--- src/rtl/serial_pkg.sv ---
// serial_pkg: shared FSM state type and default word width for serial_bit_feeder.
// Optional feature macro: SERIAL_FEEDER_PARITY_EN (adds the PAR state).
package serial_pkg;

   localparam int DEFAULT_WIDTH = 8;

`ifdef SERIAL_FEEDER_PARITY_EN
   typedef enum logic [1:0] {
      IDLE  = 2'd0,
      SHIFT = 2'd1,
      PAR   = 2'd2
   } state_t;
`else
   typedef enum logic [1:0] {
      IDLE  = 2'd0,
      SHIFT = 2'd1
   } state_t;
`endif

endpackage

--- src/rtl/word_fifo2.sv ---
// word_fifo2: two-entry word FIFO with push/pop and full/empty flags.
// A push while full and a pop while empty are ignored.
module word_fifo2 #(
   parameter int WIDTH = 8
) (
   input  logic             clk,
   input  logic             rst,
   input  logic             push,
   input  logic             pop,
   input  logic [WIDTH-1:0] din,
   output logic [WIDTH-1:0] dout,
   output logic             full,
   output logic             empty
);

   logic [WIDTH-1:0] mem [2];
   logic             wr_ptr;
   logic             rd_ptr;
   logic [1:0]       count;
   logic             do_push;
   logic             do_pop;

   assign do_push = push && !full;
   assign do_pop  = pop && !empty;
   assign full    = (count == 2'd2);
   assign empty   = (count == 2'd0);
   assign dout    = mem[rd_ptr];

   // Storage, pointers and occupancy; a simultaneous push and pop keeps count.
   always_ff @(posedge clk or negedge rst) begin
      if (!rst) begin
         mem[0] <= '0;
         mem[1] <= '0;
         wr_ptr <= 1'b0;
         rd_ptr <= 1'b0;
         count  <= 2'd0;
      end else begin
         if (do_push) begin
            mem[wr_ptr] <= din;
            wr_ptr      <= !wr_ptr;
         end
         if (do_pop) begin
            rd_ptr <= !rd_ptr;
         end
         case ({do_push, do_pop})
            2'b10:   count <= count + 2'd1;
            2'b01:   count <= count - 2'd1;
            default: count <= count;
         endcase
      end
   end

endmodule

--- src/rtl/serial_bit_feeder.sv ---
// serial_bit_feeder: accepts parallel words through a 2-entry FIFO and emits
// them one bit per clock on j, MSB or LSB first.
// Optional feature macro: SERIAL_FEEDER_PARITY_EN appends an even parity bit
// after each word's data bits.
//
// Handshake: a word is taken at a rising edge where din_valid && din_ready;
// din_ready is high whenever the FIFO is not full and reset is released, and
// does not depend on din_valid. The word being serialized lives in the shift
// register, not in the FIFO, so up to three words can be in flight.
module serial_bit_feeder
   import serial_pkg::*;
#(
   parameter int WIDTH     = DEFAULT_WIDTH,
   parameter int MSB_FIRST = 1
) (
   input  logic             clk,
   input  logic             rst,
   input  logic [WIDTH-1:0] din,
   input  logic             din_valid,
   output logic             din_ready,
   output logic             j,
   output logic             j_valid,
   output logic             word_done,
   output state_t           dbg_state
);

   localparam int CNT_W = $clog2(WIDTH);

   state_t             state_q;
   state_t             state_d;
   logic [WIDTH-1:0]   shreg_q;
   logic [WIDTH-1:0]   shreg_d;
   logic [CNT_W-1:0]   cnt_q;
   logic [CNT_W-1:0]   cnt_d;
`ifdef SERIAL_FEEDER_PARITY_EN
   logic               par_q;
   logic               par_d;
`endif

   logic               fifo_full;
   logic               fifo_empty;
   logic [WIDTH-1:0]   fifo_head;
   logic               fifo_push;
   logic               fifo_pop;
   logic               accept;
   logic               last_bit;
   logic               word_end;
   logic               load;
   logic [WIDTH-1:0]   load_word;

   assign din_ready = rst && !fifo_full;
   assign accept    = din_valid && din_ready;
   assign last_bit  = (state_q == SHIFT) && (cnt_q == '0);

`ifdef SERIAL_FEEDER_PARITY_EN
   assign word_end = (state_q == PAR);
`else
   assign word_end = last_bit;
`endif

   // A new word starts when the shifter is free (idle, or finishing a word)
   // and something is waiting; with an empty FIFO the incoming word bypasses
   // it so its first bit appears right after the accept edge.
   assign load      = ((state_q == IDLE) || word_end) && (!fifo_empty || accept);
   assign load_word = fifo_empty ? din : fifo_head;
   assign fifo_pop  = load && !fifo_empty;
   assign fifo_push = accept && !(load && fifo_empty);

   word_fifo2 #(
      .WIDTH (WIDTH)
   ) u_fifo (
      .clk   (clk),
      .rst   (rst),
      .push  (fifo_push),
      .pop   (fifo_pop),
      .din   (din),
      .dout  (fifo_head),
      .full  (fifo_full),
      .empty (fifo_empty)
   );

   // State, shift register, bit counter (and parity) registers.
   always_ff @(posedge clk or negedge rst) begin
      if (!rst) begin
         state_q <= IDLE;
         shreg_q <= '0;
         cnt_q   <= '0;
`ifdef SERIAL_FEEDER_PARITY_EN
         par_q   <= 1'b0;
`endif
      end else begin
         state_q <= state_d;
         shreg_q <= shreg_d;
         cnt_q   <= cnt_d;
`ifdef SERIAL_FEEDER_PARITY_EN
         par_q   <= par_d;
`endif
      end
   end

   // Next-state: shift one place per SHIFT cycle, then reload or fall idle.
   always_comb begin
      state_d = state_q;
      shreg_d = shreg_q;
      cnt_d   = cnt_q;
`ifdef SERIAL_FEEDER_PARITY_EN
      par_d   = par_q;
`endif
      case (state_q)
         IDLE: begin
            if (load) begin
               state_d = SHIFT;
            end
         end
         SHIFT: begin
            if (MSB_FIRST != 0) begin
               shreg_d = {shreg_q[WIDTH-2:0], 1'b0};
            end else begin
               shreg_d = {1'b0, shreg_q[WIDTH-1:1]};
            end
            if (cnt_q == '0) begin
`ifdef SERIAL_FEEDER_PARITY_EN
               state_d = PAR;
`else
               state_d = load ? SHIFT : IDLE;
`endif
            end else begin
               cnt_d = cnt_q - 1'b1;
            end
         end
`ifdef SERIAL_FEEDER_PARITY_EN
         PAR: begin
            state_d = load ? SHIFT : IDLE;
         end
`endif
         default: begin
            state_d = IDLE;
         end
      endcase
      if (load) begin
         shreg_d = load_word;
         cnt_d   = CNT_W'(WIDTH - 1);
`ifdef SERIAL_FEEDER_PARITY_EN
         par_d   = ^load_word;
`endif
      end
   end

   // Serial outputs decoded from registered state only.
   always_comb begin
      j         = 1'b0;
      j_valid   = 1'b0;
      word_done = 1'b0;
      case (state_q)
         SHIFT: begin
            j         = (MSB_FIRST != 0) ? shreg_q[WIDTH-1] : shreg_q[0];
            j_valid   = 1'b1;
            word_done = word_end;
         end
`ifdef SERIAL_FEEDER_PARITY_EN
         PAR: begin
            j         = par_q;
            j_valid   = 1'b1;
            word_done = 1'b1;
         end
`endif
         default: begin
            j         = 1'b0;
            j_valid   = 1'b0;
            word_done = 1'b0;
         end
      endcase
   end

   assign dbg_state = state_q;

endmodule

--- config.mk ---
export PLATFORM = sky130hd
export DESIGN_NAME = serial_bit_feeder
export DESIGN_NICKNAME = d
export VERILOG_FILES = /design/src/rtl/serial_pkg.sv /design/src/rtl/word_fifo2.sv /design/src/rtl/serial_bit_feeder.sv
export SDC_FILE = /design/constraint.sdc
export NUM_CORES = 1
export LEC_CHECK = 0
export ABC_AREA = 1
export CORE_MARGIN = 2
export CORE_UTILIZATION = 51
export DETAILED_ROUTE_END_ITERATION = 7
export PLACE_DENSITY = 0.75
export SYNTH_ARGS = -nofsm -noshare
export SYNTH_HDL_FRONTEND = slang
export SYNTH_SLANG_ARGS = --single-unit
--- constraint.sdc ---
create_clock -name clk -period 1.9 [get_ports clk]
set_input_delay 0.38 -clock clk [delete_from_list [all_inputs] [get_ports clk]]
set_output_delay 0.38 -clock clk [all_outputs]
set_load 0.1 [all_outputs]
==> impl_summary.log, run 1 <==
INFO  metric postRouteWirelength = between 3000 and 4000 um
INFO  metric htree_levels = 2
INFO  metric internal-power = 0.00190 W
INFO  metric p_leak = about 1.1 nW
INFO  metric finalHoldViolations = 0
INFO  metric synth-seq-area-share = between 40 and 50%
INFO  metric synth.top_cell.area_share = ~46%
INFO  metric grt_usage = 20.9%
INFO  metric gr-total-overflow = 0
INFO  metric r2r_setup_slack = approximately 110 ps
INFO  metric rows = 21
INFO  metric netlist_top_cells_area = sky130_fd_sc_hd__dfrtp_1 (46%), sky130_fd_sc_hd__nand2_1 (16%), sky130_fd_sc_hd__nand3_1 (9.6%)
INFO  metric netlist.top_cell.by_area = sky130_fd_sc_hd__dfrtp_1
INFO  metric clk_pin_slew_worst_paths = ~100 ps
INFO  metric synth_nets = 221
INFO  metric antenna_cells_inserted = 0
INFO  metric final_layout_size_suffix_gt1_share = approximately 26%
INFO  metric ctsLongestPathBuffers = 2
INFO  metric area_delta_synth_final = 24.2%
INFO  metric ys_ff_latch = 32
INFO  metric outcome = finished, final reports clean
INFO  metric total_switching_power = ~0.0015 W
INFO  metric hpwlAfterDp = between 2000 and 3000 um
INFO  metric drt_first_pass_iters = 4
INFO  metric first_global_vias = 1,311
INFO  metric final.setup_skew = about 6.1 ps
INFO  metric initial_core_util = 52.6%
INFO  metric fp.dieW = between 60 and 70 um
INFO  metric yosysWarnings = 0
INFO  metric comb_power_share = between 50% and 60%
INFO  metric worstHoldPathType = in -> async
INFO  metric drt-vias-per-instance = 4.87
INFO  metric synth_cell_type_count = 24
INFO  metric route.vias.total = about 1,400
INFO  metric drt_iter0_markers = 34
INFO  metric io-pin-count = 17
INFO  metric multi_input_comb_area = 815 sq um
INFO  metric layout.nets = about 250
INFO  metric final_number_of_max_transition_violations = 0
INFO  metric final_util = 65.4%
INFO  metric io_buffers = 15
INFO  metric design_power_total = about 0.0034 W
INFO  metric first_pass_grt_wire_length = slightly above 6000 um
INFO  metric antenna_found_initial = 0
INFO  metric route.detailed.drc = 0
INFO  metric worstSetupEndpointType = register
INFO  metric worstSkewPairLatency = roughly 340 ps
INFO  metric final_period_minus_worst_setup_slack = roughly 1800 ps
INFO  metric peakVddDrop = about 0.63 mV
INFO  metric switching_share = 44.7%
INFO  metric setup.worst_path.class = reg -> reg
INFO  metric largest_net_degree_at_the_start_of_global_routing = 20
INFO  metric filler_cells = between 200 and 300
INFO  metric period_share = between 90% and 100%
INFO  metric post_synth.cell_area_avg = 8.35 sq um
INFO  metric share_seq_of_total_power = approximately 34%
INFO  metric ant_nets = 0
INFO  metric critical_path_arrival = ~2000 ps
INFO  metric layout.area.seq = 805 sq um
INFO  metric post_drt_wl_per_cell = 12.4 um
INFO  metric timing.critical_path.from_type = register
INFO  metric max_freq = between 500 and 600 MHz
INFO  metric worstPathMaxFanout = 4
INFO  metric netlist_area = around 1700 sq um
INFO  metric cts_buffers = 5
INFO  metric finalWeightedCongestion = between 0.8 and 0.9
INFO  metric timing.final.setup_violations = 0
INFO  metric power.density_cell_area = 1600 nW/um^2
INFO  metric required = roughly 2100 ps
INFO  metric die_y = between 60 and 70 um
INFO  metric die_outline_area = roughly 3900 sq um
INFO  metric synth_cells = just over 200
INFO  metric core_area = between 3000 and 4000 sq um
INFO  metric cts_tree = built
INFO  metric cap_violations = 0
INFO  metric clock-sinks = 32
INFO  metric clockPowerShare = about an eighth
INFO  metric clk_root_buffer_cell = sky130_fd_sc_hd__clkbuf_4
## critical path: stages (launching register included)
cell and delay, ps:
sky130_fd_sc_hd__dfrtp_1 340, sky130_fd_sc_hd__inv_1 70, sky130_fd_sc_hd__ha_4 160, sky130_fd_sc_hd__ha_4 150
sky130_fd_sc_hd__or2_4 280, sky130_fd_sc_hd__nand2_2 90, sky130_fd_sc_hd__inv_2 50, sky130_fd_sc_hd__ha_4 240
sky130_fd_sc_hd__a21oi_2 90, sky130_fd_sc_hd__o21ai_1 80, sky130_fd_sc_hd__xnor2_1 130
## cells in the mapped netlist
| cell | count |
|---|---|
| sky130_fd_sc_hd__o21ai_1 | 1 |
| sky130_fd_sc_hd__xnor2_1 | 2 |
| sky130_fd_sc_hd__inv_4 | 1 |
| sky130_fd_sc_hd__inv_2 | 1 |
| sky130_fd_sc_hd__dfrtp_1 | 32 |
| sky130_fd_sc_hd__nand3_1 | 33 |
| sky130_fd_sc_hd__nand2_1 | 75 |
| sky130_fd_sc_hd__nand2_2 | 1 |
| sky130_fd_sc_hd__ha_1 | 3 |
| sky130_fd_sc_hd__or2_1 | 1 |
| sky130_fd_sc_hd__nand3_4 | 1 |
| sky130_fd_sc_hd__conb_1 | 1 |
| sky130_fd_sc_hd__buf_2 | 3 |
| sky130_fd_sc_hd__clkinv_1 | 2 |
| sky130_fd_sc_hd__buf_4 | 2 |
| sky130_fd_sc_hd__inv_1 | 20 |
| sky130_fd_sc_hd__o21ai_2 | 16 |
| sky130_fd_sc_hd__nand2_8 | 1 |
| sky130_fd_sc_hd__nand3b_4 | 1 |
| sky130_fd_sc_hd__o21ai_0 | 3 |
| sky130_fd_sc_hd__nor2_4 | 1 |
| sky130_fd_sc_hd__xor2_1 | 1 |
| sky130_fd_sc_hd__a21oi_1 | 1 |
| sky130_fd_sc_hd__buf_6 | 4 |
## layer usage
metal	vias to the layer above	wire, um	track usage, %
li1	708	-	-
met1	627	1600	26.3
met2	32	1670	34.0
met3	7	158	5.62
met4	0	79	8.89
met5	-	0	0
## final timing paths
path,from,to,depth (start not counted)
hold reg to reg,u_fifo.mem[11],u_fifo.mem[11],2
hold / removal,rst,u_fifo.mem[0],2
setup reg to reg,cnt_q[1],u_fifo.count[1],10
min in group clk,u_fifo.mem[11],u_fifo.mem[11],2
setup / recovery,cnt_q[1],u_fifo.count[1],10
max in group asynchronous,rst,shreg_q[2],2
## sequential cells by signal (all words and copies together), names as in the netlist
register	cells
u_fifo.rd_ptr	1
dbg_state	1
cnt_q	3
u_fifo.wr_ptr	1
u_fifo.mem	16
u_fifo.count	2
shreg_q	8
## cell type report
class / count / share of cell area [%]
Clock inverter: 1 / 0.350
Multi-Input combinational cell: 142 / 37.9
Timing Repair Buffer: 30 / 14.6
Inverter: 24 / 4.43
Clock buffer: 7 / 2.56
Sequential cell: 32 / 37.5
Tap cell: 46 / 2.68
## layout by cell type (no fill, tap or decap)
cell	synthesis	final
sky130_fd_sc_hd__buf_12	0	5
sky130_fd_sc_hd__a21oi_2	0	1
sky130_fd_sc_hd__nor2_4	1	1
sky130_fd_sc_hd__clkdlybuf4s50_1	0	10
sky130_fd_sc_hd__o21ai_1	1	2
sky130_fd_sc_hd__clkinvlp_4	0	1
sky130_fd_sc_hd__ha_4	0	3
sky130_fd_sc_hd__dfrtp_4	0	1
sky130_fd_sc_hd__nand3_4	1	1
sky130_fd_sc_hd__buf_4	2	15
sky130_fd_sc_hd__nand2_2	1	2
sky130_fd_sc_hd__dfrtp_1	32	31
sky130_fd_sc_hd__nand2_1	75	73
sky130_fd_sc_hd__xnor2_1	2	2
sky130_fd_sc_hd__nand2_4	0	1
sky130_fd_sc_hd__inv_2	1	4
sky130_fd_sc_hd__o21ai_2	16	16
sky130_fd_sc_hd__clkinv_1	2	2
sky130_fd_sc_hd__clkbuf_1	0	1
sky130_fd_sc_hd__inv_1	20	17
sky130_fd_sc_hd__clkbuf_4	0	5
sky130_fd_sc_hd__conb_1	1	1
sky130_fd_sc_hd__inv_6	0	1
sky130_fd_sc_hd__nand3b_4	1	1
sky130_fd_sc_hd__o21ai_0	3	2
sky130_fd_sc_hd__or2_4	0	1
sky130_fd_sc_hd__clkbuf_8	0	1
sky130_fd_sc_hd__nand2_8	1	1
sky130_fd_sc_hd__xor2_1	1	1
sky130_fd_sc_hd__nand3_1	33	33
## power groups by stage
stage | registers, W | logic [W] | clock network, W
floorplan | 0.00115 | 0.00131 | 0
CTS | 0.00116 | 0.00179 | 0.000429
finish | 0.00116 | 0.00184 | 0.000427
global placement | 0.00116 | 0.00174 | 0
detailed placement | 0.00117 | 0.00178 | 0
global route | 0.00120 | 0.00205 | 0.000476
## logic make-up after synthesis
logic type | Yosys count | share of synthesized area, %
AOI/OAI and AO/OA | 21 | 9.55
xor gates and xnor gates | 3 | 1.52
adders and majority gates | 3 | 2.17
buffers and inverters | 33 | 9.70
DFF | 32 | 46.3
other | 1 | 0.217
and+or+nand+nor | 114 | 30.5
## stage by stage
stage	setup TNS (ps)	hold WS (ps)	setup slack (ps)	cells	area [sq um]
2_1_floorplan	-63.1	84.4	-63.1	207	1760
3_3_place_gp	0	464	54.5	271	2030
3_5_place_dp	-24.6	469	-24.6	271	2030
4_1_cts	0	447	22.5	279	2100
5_1_grt	-4.79	445	-4.79	282	2150
6_report	0	442	112	282	2150
## timing repair
item                                    CTS  global route
pin swaps                                 0             4
endpoints found under the setup margin    1             2
hold buffers                              0             0
setup buffers                             0             3
resized for setup                         1             7
Power figures use the tool's default switching activity.
==> run 2, diff against run 1 <==
Settings changed: CORE_UTILIZATION 51 to 55, PLACE_DENSITY 0.75 to 0.77.
Clock period 1.9 ns to 2.3 ns, I/O delays scaled along.
==> impl_summary.log, run 2 (synthesis results as in run 1) <==
INFO  metric outcome = finished, final reports clean
INFO  metric dpl_worst_slack = 164 ps (+189 ps)
INFO  metric clock-sinks = 32 (unchanged)
INFO  metric die_y = 60.1 um (-3.5%)
INFO  metric finalNonFillerCells = 268 (-5.0%)
INFO  metric switching_share = 44.0% (-0.66 points)
INFO  metric final_instance_area = 1990 sq um (-7.3%)
INFO  metric internal-power = 0.00154 W (-19%)
INFO  metric timing.final.setup_violations = 0 (unchanged)
INFO  metric antenna_found_initial = 0 (unchanged)
INFO  metric final_layout_size_suffix_gt1_share = 17.9% (-8.0 points)
INFO  metric setup.worst_path.class = reg -> reg
INFO  metric postRouteWirelength = 3420 um (-2.7%)
INFO  metric largest_register_ff_count = 16 (unchanged)
INFO  metric grt_usage = 22.7% (+1.8 points)
INFO  metric ctsLongestPathBuffers = 2 (unchanged)
INFO  metric worstSkewPairLatency = 340 ps (about the same)
INFO  metric period_share = 91.2% (-2.9 points)
INFO  metric fp.dieW = 60.1 um (-3.5%)
INFO  metric first_pass_grt_wire_length = 5920 um (-4.0%)
INFO  metric layout.nets = 237 (-4.8%)
INFO  metric first_global_vias = 1,345 (+2.6%)
INFO  metric antenna_cells_inserted = 0 (unchanged)
INFO  metric largest_net_degree_at_the_start_of_global_routing = 33 (+65%)
INFO  metric io-pin-count = 17 (unchanged)
INFO  metric initial_core_util = 57.1% (+4.5 points)
INFO  metric setup_slack = 203 ps (+91.1 ps)
INFO  metric cts_setup_buffers = 0 (unchanged)
INFO  metric filler_cells = 249 (-11%)
INFO  metric area_delta_synth_final = 15.1%
INFO  metric final_common_cell = sky130_fd_sc_hd__nand2_1
INFO  metric critical_path_arrival = 2330 ps (+310 ps)
INFO  metric worstHoldPathType = reg -> reg
INFO  metric cap_violations = 0 (unchanged)
INFO  metric grt_setup_unrepaired = no
INFO  metric ant_nets = 0 (unchanged)
INFO  metric power.density_cell_area = 1390 nW/um^2 (-13%)
INFO  metric clk_pin_slew_worst_paths = 110 ps (about the same)
INFO  metric final_number_of_max_transition_violations = 0 (unchanged)
INFO  metric tns = 0 ps (unchanged)
INFO  metric finalWeightedCongestion = 0.744 (-14%)
INFO  metric cts_buffers = 5 (unchanged)
INFO  metric final_period_minus_worst_setup_slack = 2100 ps (+309 ps)
INFO  metric final.setup_skew = 14.6 ps (+8.46 ps)
INFO  metric post_drt_wl_per_cell = 12.7 um (+2.4%)
INFO  metric route.vias.total = 1,376 (+0.15%)
INFO  metric drt_iter0_markers = 59 (+74%)
INFO  metric worstPathMaxFanout = 3 (-1)
INFO  metric total_switching_power = 0.00122 W (-21%)
INFO  metric io_buffers = 15 (unchanged)
INFO  metric die_outline_area = 3610 sq um (-6.8%)
INFO  metric ctsResizeCount = 0 (-1)
INFO  metric peakVddDrop = 0.855 mV (+36%)
INFO  metric design_power_total = 0.00276 W (-20%)
INFO  metric finalHoldViolations = 0 (unchanged)
INFO  metric dpl.cell_count = 260 (-4.1%)
INFO  metric timing.critical_path.from_type = register
INFO  metric drt-vias-per-instance = 5.13 (+5.4%)
INFO  metric worstSetupEndpointType = register
INFO  metric max_freq = 477 MHz (-15%)
INFO  metric share_seq_of_total_power = 35.6% (+1.8 points)
INFO  metric cts_tree = built
INFO  metric htree_levels = 2 (unchanged)
INFO  metric drt_first_pass_iters = 4 (unchanged)
INFO  metric hpwlAfterDp = 2400 um (-7.7%)
INFO  metric rows = 20 (-4.8%)
INFO  metric route.detailed.drc = 0 (unchanged)
INFO  metric clk_root_buffer_cell = sky130_fd_sc_hd__clkbuf_4
INFO  metric clockPowerShare = 17.7% (+5.2 points)
INFO  metric core_area = 3030 sq um (-7.8%)
INFO  metric layout.cells.most_common_list = sky130_fd_sc_hd__nand2_1 (75), sky130_fd_sc_hd__nand3_1 (33), sky130_fd_sc_hd__dfrtp_1 (31)
INFO  metric r2r_setup_slack = 200 ps (+90 ps)
INFO  metric required = 2540 ps (+410 ps)
INFO  metric comb_power_share = 46.7% (-7.0 points)
INFO  metric p_leak = 1.04 nW (-4.2%)
INFO  metric top_regs = u_fifo.mem: 16 flops, shreg_q: 8 flops, cnt_q: 3 flops
INFO  metric gr-total-overflow = 0 (unchanged)
INFO  metric placement.cell_area = 1900 sq um (-6.7%)
INFO  metric ctsHoldBuffers = 0 (unchanged)
INFO  metric biggest_register = u_fifo.mem
-- run 2: changes by cell type in the layout (fill, tap and decap cells not counted), moves of 2 or more --
cell | previous run | this run
sky130_fd_sc_hd__buf_12 | 5 | 2
sky130_fd_sc_hd__buf_4 | 15 | 6
sky130_fd_sc_hd__ha_1 | 0 | 3
sky130_fd_sc_hd__ha_4 | 3 | 0
sky130_fd_sc_hd__inv_1 | 17 | 20
sky130_fd_sc_hd__inv_2 | 4 | 1
sky130_fd_sc_hd__nand2_1 | 73 | 75
-- run 2: final timing paths --
path / start / endpoint / cells past startpoint
max: cnt_q[0] / u_fifo.count[1] / 10
min reg2reg: u_fifo.mem[11] / u_fifo.mem[11] / 2
min: u_fifo.mem[11] / u_fifo.mem[11] / 2
min in group asynchronous: rst / u_fifo.count[1] / 2
max in group asynchronous: rst / dbg_state[0] / 2
max reg2reg: cnt_q[0] / u_fifo.count[1] / 10
-- run 2: metrics by stage --
step,util [%],hold slack (ps)
CTS,65.7,494
global placement,62.6,465
detailed placement,62.6,468
finish,65.7,492
floorplan,-,164
global route,65.7,508
-- run 2: cell type report --
class                   instances  area [sq um]  area share (%)
repair buffers                 18           185            9.30
flip-flops and latches         32           802            40.3
multi-input cells             142           761            38.2
inverters                      24          92.6            4.65
clock buffers                   7          65.1            3.27
clock inverters                 1          30.0            1.51
well taps                      44          55.1            2.77
-- run 2: layer usage --
| layer | global-route usage [%] | part of all wire (%) |
|---|---|---|
| met4 | 11.1 | 2.0 |
| met1 | 28.4 | 45 |
| met2 | 36.6 | 49 |
| met5 | 0 | 0 |
| met3 | 5.19 | 4.2 |
-- run 2: worst max-delay path, stage by stage (launching register included) --
cell	delay, ps
sky130_fd_sc_hd__dfrtp_1	340
sky130_fd_sc_hd__inv_1	60
sky130_fd_sc_hd__ha_1	200
sky130_fd_sc_hd__ha_1	190
sky130_fd_sc_hd__or2_1	320
sky130_fd_sc_hd__nand2_1	130
sky130_fd_sc_hd__inv_1	60
sky130_fd_sc_hd__ha_1	320
sky130_fd_sc_hd__a21oi_1	120
sky130_fd_sc_hd__o21ai_0	110
sky130_fd_sc_hd__xnor2_1	140
-- run 2: power by group through the flow --
stage	Clock (W)	Sequential (W)	Combinational (W)
6_report	0.000489	0.000983	0.00129
5_1_grt	0.000526	0.00101	0.00144
4_1_cts	0.000499	0.000981	0.00131
3_5_place_dp	0	0.000993	0.00130
3_3_place_gp	0	0.000976	0.00125
2_1_floorplan	0	0.000945	0.00105
==> run 3, diff against run 2 <==
Settings changed: TNS_END_PERCENT from default to 50.
==> results of run 3 <==
Final layout, timing and power as in run 2 (identical DEF).
